**src/rtl/master_if_rd_pkg.sv**
```systemverilog
// Shared definitions for the master read engine: FSM encoding, default widths, latency bound.
package master_if_rd_pkg;

    localparam int DEF_AW     = 12;
    localparam int DEF_DW     = 32;
    localparam int DEF_SW     = 4;
    localparam int DEF_LW     = 8;
    localparam int RD_LAT_MAX = 4;

    typedef enum logic [1:0] {
        ST_IDLE  = 2'd0,
        ST_ARB   = 2'd1,
        ST_BURST = 2'd2,
        ST_DRAIN = 2'd3
    } state_e;

endpackage

```
**src/rtl/rd_lat_pipe.sv**
```systemverilog
// Tracks accepted beats through the slave read latency: {valid,last} shift register
// plus an "anything still in flight" flag used to leave DRAIN.
module rd_lat_pipe #(
    parameter int RD_LAT = 1
) (
    input  logic clk,
    input  logic rst_n,
    input  logic in_valid,
    input  logic in_last,
    output logic out_valid,
    output logic out_last,
    output logic outstanding
);

    logic [RD_LAT-1:0] vld_pipe;
    logic [RD_LAT-1:0] last_pipe;

    always_ff @(posedge clk or negedge rst_n) begin
        if (!rst_n) begin
            vld_pipe  <= '0;
            last_pipe <= '0;
        end else begin
            vld_pipe[0]  <= in_valid;
            last_pipe[0] <= in_valid & in_last;
            for (int i = 1; i < RD_LAT; i++) begin
                vld_pipe[i]  <= vld_pipe[i-1];
                last_pipe[i] <= last_pipe[i-1];
            end
        end
    end

    // Tap is valid in the cycle the slave presents the data word.
    assign out_valid   = vld_pipe[RD_LAT-1];
    assign out_last    = last_pipe[RD_LAT-1];
    assign outstanding = |vld_pipe;

endmodule

```
**src/rtl/master_if_rd.sv**
```systemverilog
// Master-side burst read engine for one xbar read port: command in, address beats out,
// read data returned as a push stream. MASTER_IF_RD_TIMEOUT_EN adds a stall timeout and oTimeout-style pulse.
module master_if_rd
    import master_if_rd_pkg::*;
#(
    parameter int AW     = DEF_AW,
    parameter int DW     = DEF_DW,
    parameter int SW     = DEF_SW,
    parameter int LW     = DEF_LW,
    parameter int RD_LAT = 1
`ifdef MASTER_IF_RD_TIMEOUT_EN
    ,
    parameter int TO_CYC = 255
`endif
) (
    input  logic          clk,
    input  logic          rst_n,
    input  logic          cmd_valid,
    output logic          cmd_ready,
    input  logic [AW-1:0] cmd_addr,
    input  logic [SW-1:0] cmd_sel,
    input  logic [LW-1:0] cmd_len,
    output logic          mst_rd_req,
    output logic          mst_rd_valid,
    output logic [AW-1:0] mst_rd_addr,
    output logic [SW-1:0] mst_rd_sel,
    output logic          mst_rd_last,
    input  logic          mst_rd_ready,
    input  logic [DW-1:0] mst_rd_data,
    output logic          data_valid,
    output logic [DW-1:0] data,
    output logic          data_last,
    output logic          busy
`ifdef MASTER_IF_RD_TIMEOUT_EN
    ,
    output logic          timeout
`endif
);

    state_e        state, state_nxt;
    logic [AW-1:0] addr_q;
    logic [SW-1:0] sel_q;
    logic [LW-1:0] cnt_q;
    logic          arb_q;
    logic          accept;
    logic          pipe_valid, pipe_last, outstanding;
    logic          to_hit;

    assign accept = mst_rd_valid & mst_rd_ready;

`ifdef MASTER_IF_RD_TIMEOUT_EN
    localparam int TW = $clog2(TO_CYC + 1);
    logic [TW-1:0] to_q;
    logic          stalled;

    assign stalled = ((state == ST_ARB) || (state == ST_BURST)) && !accept;
    assign to_hit  = stalled && (to_q == TW'(TO_CYC - 1));
    assign timeout = to_hit;

    always_ff @(posedge clk or negedge rst_n) begin
        if (!rst_n)
            to_q <= '0;
        else if (stalled && !to_hit)
            to_q <= to_q + 1'b1;
        else
            to_q <= '0;
    end
`else
    assign to_hit = 1'b0;
`endif

    always_ff @(posedge clk or negedge rst_n) begin
        if (!rst_n) state <= ST_IDLE;
        else        state <= state_nxt;
    end

    always_comb begin
        state_nxt = state;
        unique case (state)
            ST_IDLE:  if (cmd_valid)                  state_nxt = ST_ARB;
            ST_ARB:   if (arb_q)                      state_nxt = ST_BURST;
            ST_BURST: if (accept && (cnt_q == '0))    state_nxt = ST_DRAIN;
            ST_DRAIN: if (!outstanding)               state_nxt = ST_IDLE;
            default:                                  state_nxt = ST_IDLE;
        endcase
        if (to_hit) state_nxt = ST_DRAIN;
    end

    // cmd_ready is qualified by rst_n so every output reads 0 while reset is held.
    always_comb begin
        cmd_ready    = 1'b0;
        mst_rd_req   = 1'b0;
        mst_rd_valid = 1'b0;
        mst_rd_last  = 1'b0;
        unique case (state)
            ST_IDLE:  cmd_ready = rst_n;
            ST_ARB:   mst_rd_req = 1'b1;
            ST_BURST: begin
                mst_rd_req   = 1'b1;
                mst_rd_valid = 1'b1;
                mst_rd_last  = (cnt_q == '0);
            end
            default: ;
        endcase
    end

    assign busy        = (state != ST_IDLE);
    assign mst_rd_addr = addr_q;
    assign mst_rd_sel  = sel_q;

    // arb_q marks the second ARB cycle; cnt_q stops at zero so a full-length burst cannot underflow.
    always_ff @(posedge clk or negedge rst_n) begin
        if (!rst_n) begin
            addr_q <= '0;
            sel_q  <= '0;
            cnt_q  <= '0;
            arb_q  <= 1'b0;
        end else begin
            unique case (state)
                ST_IDLE: if (cmd_valid) begin
                    addr_q <= cmd_addr;
                    sel_q  <= cmd_sel;
                    cnt_q  <= cmd_len;
                    arb_q  <= 1'b0;
                end
                ST_ARB: arb_q <= 1'b1;
                ST_BURST: if (accept) begin
                    addr_q <= addr_q + 1'b1;
                    if (cnt_q != '0) cnt_q <= cnt_q - 1'b1;
                end
                default: ;
            endcase
        end
    end

    rd_lat_pipe #(.RD_LAT(RD_LAT)) u_pipe (
        .clk         (clk),
        .rst_n       (rst_n),
        .in_valid    (accept),
        .in_last     (mst_rd_last),
        .out_valid   (pipe_valid),
        .out_last    (pipe_last),
        .outstanding (outstanding)
    );

    always_ff @(posedge clk or negedge rst_n) begin
        if (!rst_n) begin
            data_valid <= 1'b0;
            data_last  <= 1'b0;
            data       <= '0;
        end else begin
            data_valid <= pipe_valid;
            data_last  <= pipe_valid & pipe_last;
            if (pipe_valid) data <= mst_rd_data;
        end
    end

endmodule

```
**config.mk**
```make
export PLATFORM = sky130hd
export DESIGN_NAME = master_if_rd
export DESIGN_NICKNAME = d
export VERILOG_FILES = /design/src/rtl/master_if_rd_pkg.sv /design/src/rtl/rd_lat_pipe.sv /design/src/rtl/master_if_rd.sv
export SDC_FILE = /design/constraint.sdc
export NUM_CORES = 1
export LEC_CHECK = 0
export CAP_MARGIN = 40
export CORE_MARGIN = 8
export CORE_UTILIZATION = 48
export CTS_CLUSTER_SIZE = 25
export DETAILED_ROUTE_END_ITERATION = 7
export PLACE_DENSITY = 0.85
export SLEW_MARGIN = 20
export SYNTH_ARGS = -nofsm -noshare
export SYNTH_HDL_FRONTEND = slang
export SYNTH_SLANG_ARGS = --single-unit
```
**constraint.sdc**
```tcl
create_clock -name clk -period 4.3 [get_ports clk]
set_clock_uncertainty 0.1 [all_clocks]
set_input_delay 0.43 -clock clk [delete_from_list [all_inputs] [get_ports clk]]
set_output_delay 0.43 -clock clk [all_outputs]
set_load 0.01 [all_outputs]
```
==> flow_summary.yaml <==
outcome:
  outcome: "complete, no violations"
route:
  post-route-drc-count: 0
  vias: 2647
  postRouteAntennaNets: 0
  drt-vias-per-instance: 5.608
  met2RoutedLength_um: 3936
  postRouteWirelength_um: 8260
  dr.pass1.iters: 5
  routedLengthMet1_um: 3408
  highest_layer: "met4"
  met3_wirelength_um: 797
  drt-wirelength-per-cell_um: 17.50
  detailedRoute.firstIterationViolations: 107
floorplan:
  floorplan.initialDensity_pct: 48.91
  die_height_um: 95.98
  floorplan.die.width_um: 95.98
  floorplan.die_area_sq_mm: 0.009212
  rows: 29
  io-pin-count: 115
  core_region_area_sq_mm: 0.006277
cts:
  cts_inserted_buffers: 9
  cts_tree: "done"
  htree_num_levels: 3
  cts-root-buf: "sky130_fd_sc_hd__clkbuf_8"
  holdBufCountCts: 0
  clkTransAtPathRegs_ns: 0.08
  cts_max_path_buffers: 2
  cts_sinks: 63
  cts.repair_timing.setup_buffer_count: 0
  cts_resized: 0
  clk-insertion-delay-late_ns: 0.34
sta:
  shortest_period_the_worst_path_allows_ns: 3.512
  rsz0062_at_grt: "false"
  hold_viol: 0
  final_setup_violation_count: 0
  slew_headroom_pct: 55.41
  tns_ns: 0
  final_report_max_slew_violation_count: 0
  tightest_slew_ns: 0.6638
  finalCritPeriodShare_pct: 81.69
  fmax_mhz: 284.7
synth:
  unique_cell_type_count_in_the_yosys_netlist: 42
  post_synthesis_cell_type_with_the_largest_combined_area: "sky130_fd_sc_hd__dfrtp_1"
  synth.avg_cell_area_sq_um: 11.25
  yosysWarnings: 0
  synthTopCellsByArea: "sky130_fd_sc_hd__dfrtp_1 51%, sky130_fd_sc_hd__mux2_2 14%, sky130_fd_sc_hd__ha_1 3.3%"
  yosys.area_share.simple_pct: 15.28
  synth_fa_ha_area_share_pct: 3.260
  share_of_the_synthesized_netlist_area_taken_by_xor_and_xnor_gates_pct: 0
  post_synth_mux_area_share_pct: 14.87
  yosys_register_bits: 63
  syn_inst: 273
  netlist_area_sq_mm: 0.003070
  synth.net_count: 341
  largest_family_of_logic_cells_by_synthesized_area: "simple AND/OR/NAND/NOR gates"
  synth-compound-area-share_pct: 10.96
  synth.yosys.seq_area_share_pct: 51.34
  yosys.area.top_type_share_pct: 51.34
worst_setup_path:
  r2r_cells: 8
  r2r_end: "cnt_q[2]$_DFFE_PN0P_"
  reg2reg_from: "state[0]$_DFFE_PN0P_"
  worst_ep_required_time_ns: 3.77
  worst_setup_path_start_kind: "register"
  crit_path_max_fanout: 30
  worstSetupEndpointType: "output port"
  critical_path_class: "reg2out"
  timing.critical_path.arrival_ns: 2.98
  timing.reg2reg.setup_slack_ns: 1.69
global_route:
  number_of_antenna_violations_at_the_first_check_in_global_routing: 0
  grt_start_max_net_pins: 64
  number_of_global_route_vias_before_repair: 2700
  grt_util_all_layers_pct: 18.36
  wire_length_of_the_first_global_routing_pass_um: 13260
  grt_overflow_total: 0
place:
  gp_congestion: 0.8573
  place_hpwl_um: 6194
  io_buffer_count: 114
  place_inst: 454
cells_and_area:
  finalNetCount: 458
  layout_common_cells: "113 x sky130_fd_sc_hd__clkdlybuf4s50_1, 63 x sky130_fd_sc_hd__dfrtp_1, 37 x sky130_fd_sc_hd__mux2_2, 17 x sky130_fd_sc_hd__nor2_1, 16 x sky130_fd_sc_hd__o21ai_0"
  antenna_cells_inserted: 0
  final_cells: 472
  share_of_cells_above_drive_strength_1_pct: 17.22
  final_core_utilization_pct: 71.68
  n_fill_cell: 449
  ff_latch_area_sq_mm: 0.001577
  multi_input_comb_area_sq_mm: 0.001363
  layout.cells.most_common: "sky130_fd_sc_hd__clkdlybuf4s50_1"
  syn2layout_area_growth_pct: 46.54
min_path:
  hold_path_startpoint: "u_pipe.out_last$_DFF_PN0_"
  whs_path_depth: 1
  worst_hold_path_type: "reg2reg"
  holdPathEnd: "data_last$_DFF_PN0_"
job:
  cap_viol_max_count: 0
power_and_ir_drop:
  max_vdd_drop_mv: 0.4123
  cellLeakagePower_nw: 1.830
  power_per_cell_area_mw_per_mm2: 729.9
==> worst max-delay path, stage by stage (launching register included) <==
cell and delay [ns]:
sky130_fd_sc_hd__dfrtp_1 0.42, sky130_fd_sc_hd__inv_1 0.13, sky130_fd_sc_hd__ha_1 0.16, sky130_fd_sc_hd__buf_4 0.28
sky130_fd_sc_hd__inv_1 0.32, sky130_fd_sc_hd__or4_4 0.71, sky130_fd_sc_hd__clkinv_8 0.09, sky130_fd_sc_hd__clkdlybuf4s50_1 0.53
==> power by group <==
group	leakage [nW]	internal [mW]	switching (mW)	total, mW
Sequential	0.743	0.880	0.229	1.11
Clock	0.0912	0.285	0.243	0.528
Combinational	0.995	0.896	0.750	1.65
==> worst max path at each step <==
stage / start / cells past startpoint / to
2_1_floorplan: state[0]$_DFFE_PN0P_ / 9 / mst_rd_addr[10]$_DFFE_PN0P_
3_3_place_gp: state[0]$_DFFE_PN0P_ / 7 / mst_rd_last
3_5_place_dp: state[0]$_DFFE_PN0P_ / 7 / mst_rd_last
4_1_cts: state[0]$_DFFE_PN0P_ / 7 / mst_rd_last
5_1_grt: state[0]$_DFFE_PN0P_ / 7 / mst_rd_last
6_report: state[0]$_DFFE_PN0P_ / 7 / mst_rd_last
==> area by class of cell <==
class | instances | area share, %
Clock inverter | 6 | 1.529
Clock buffer | 10 | 3.059
Multi-Input combinational cell | 185 | 30.28
Timing Repair Buffer | 120 | 26.75
Sequential cell | 63 | 35.04
Tap cell | 77 | 2.141
Inverter | 11 | 1.196
==> per-stage QoR <==
stage                     setup slack, ns  hold slack (ns)  power, mW  cell area, sq um
final                              0.7875           0.3595      3.284              4499
after detailed placement            1.162           0.3557      2.777              4255
after floorplan                     2.073          0.03441      1.995              3070
after global placement              1.234           0.3381      2.690              4248
after CTS                          0.7791           0.1983      3.310              4462
after global routing               0.6431           0.3745      3.516              4499
==> routing by layer <==
layer,track usage (%),vias to the layer above
li1,-,1233
met2,29.80,130
met5,0,-
met4,8.707,0
met1,22.31,1270
met3,4.680,14
==> cell families after synthesis <==
family,count (synthesis)
and+or+nand+nor,84
adders and majority gates,8
DFF,63
muxes,41
AOI/OAI and AO/OA,52
buffers and inverters,25
==> Yosys cell counts (all sizes together) <==
cell and count:
a21oi 14, a22oi 3, a2bb2oi 3, a31oi 1, and2 6, and4 4, buf 3, clkbuf 11
clkinv 1, dfrtp 63, ha 8, inv 10, mux2 37, mux2i 4, nand2 14, nand2b 3
nand3 8, nand4 5, nor2 18, nor2b 2, nor3 9, nor3b 1, nor4 6, nor4bb 1
o2111ai 2, o21ai 16, o221a 2, o22a 1, o22ai 4, o32a 1, o32ai 5, or3 2
or4 5
==> state kept, by name, indices dropped and copies added (netlist names) <==
| register | flops |
|---|---|
| u_pipe.out_valid | 1 |
| arb_q | 1 |
| mst_rd_sel | 4 |
| data | 32 |
| data_last | 1 |
| u_pipe.out_last | 1 |
| mst_rd_addr | 12 |
| data_valid | 1 |
| state | 2 |
| cnt_q | 8 |
Note: power is estimated with default switching activity, not from simulation.
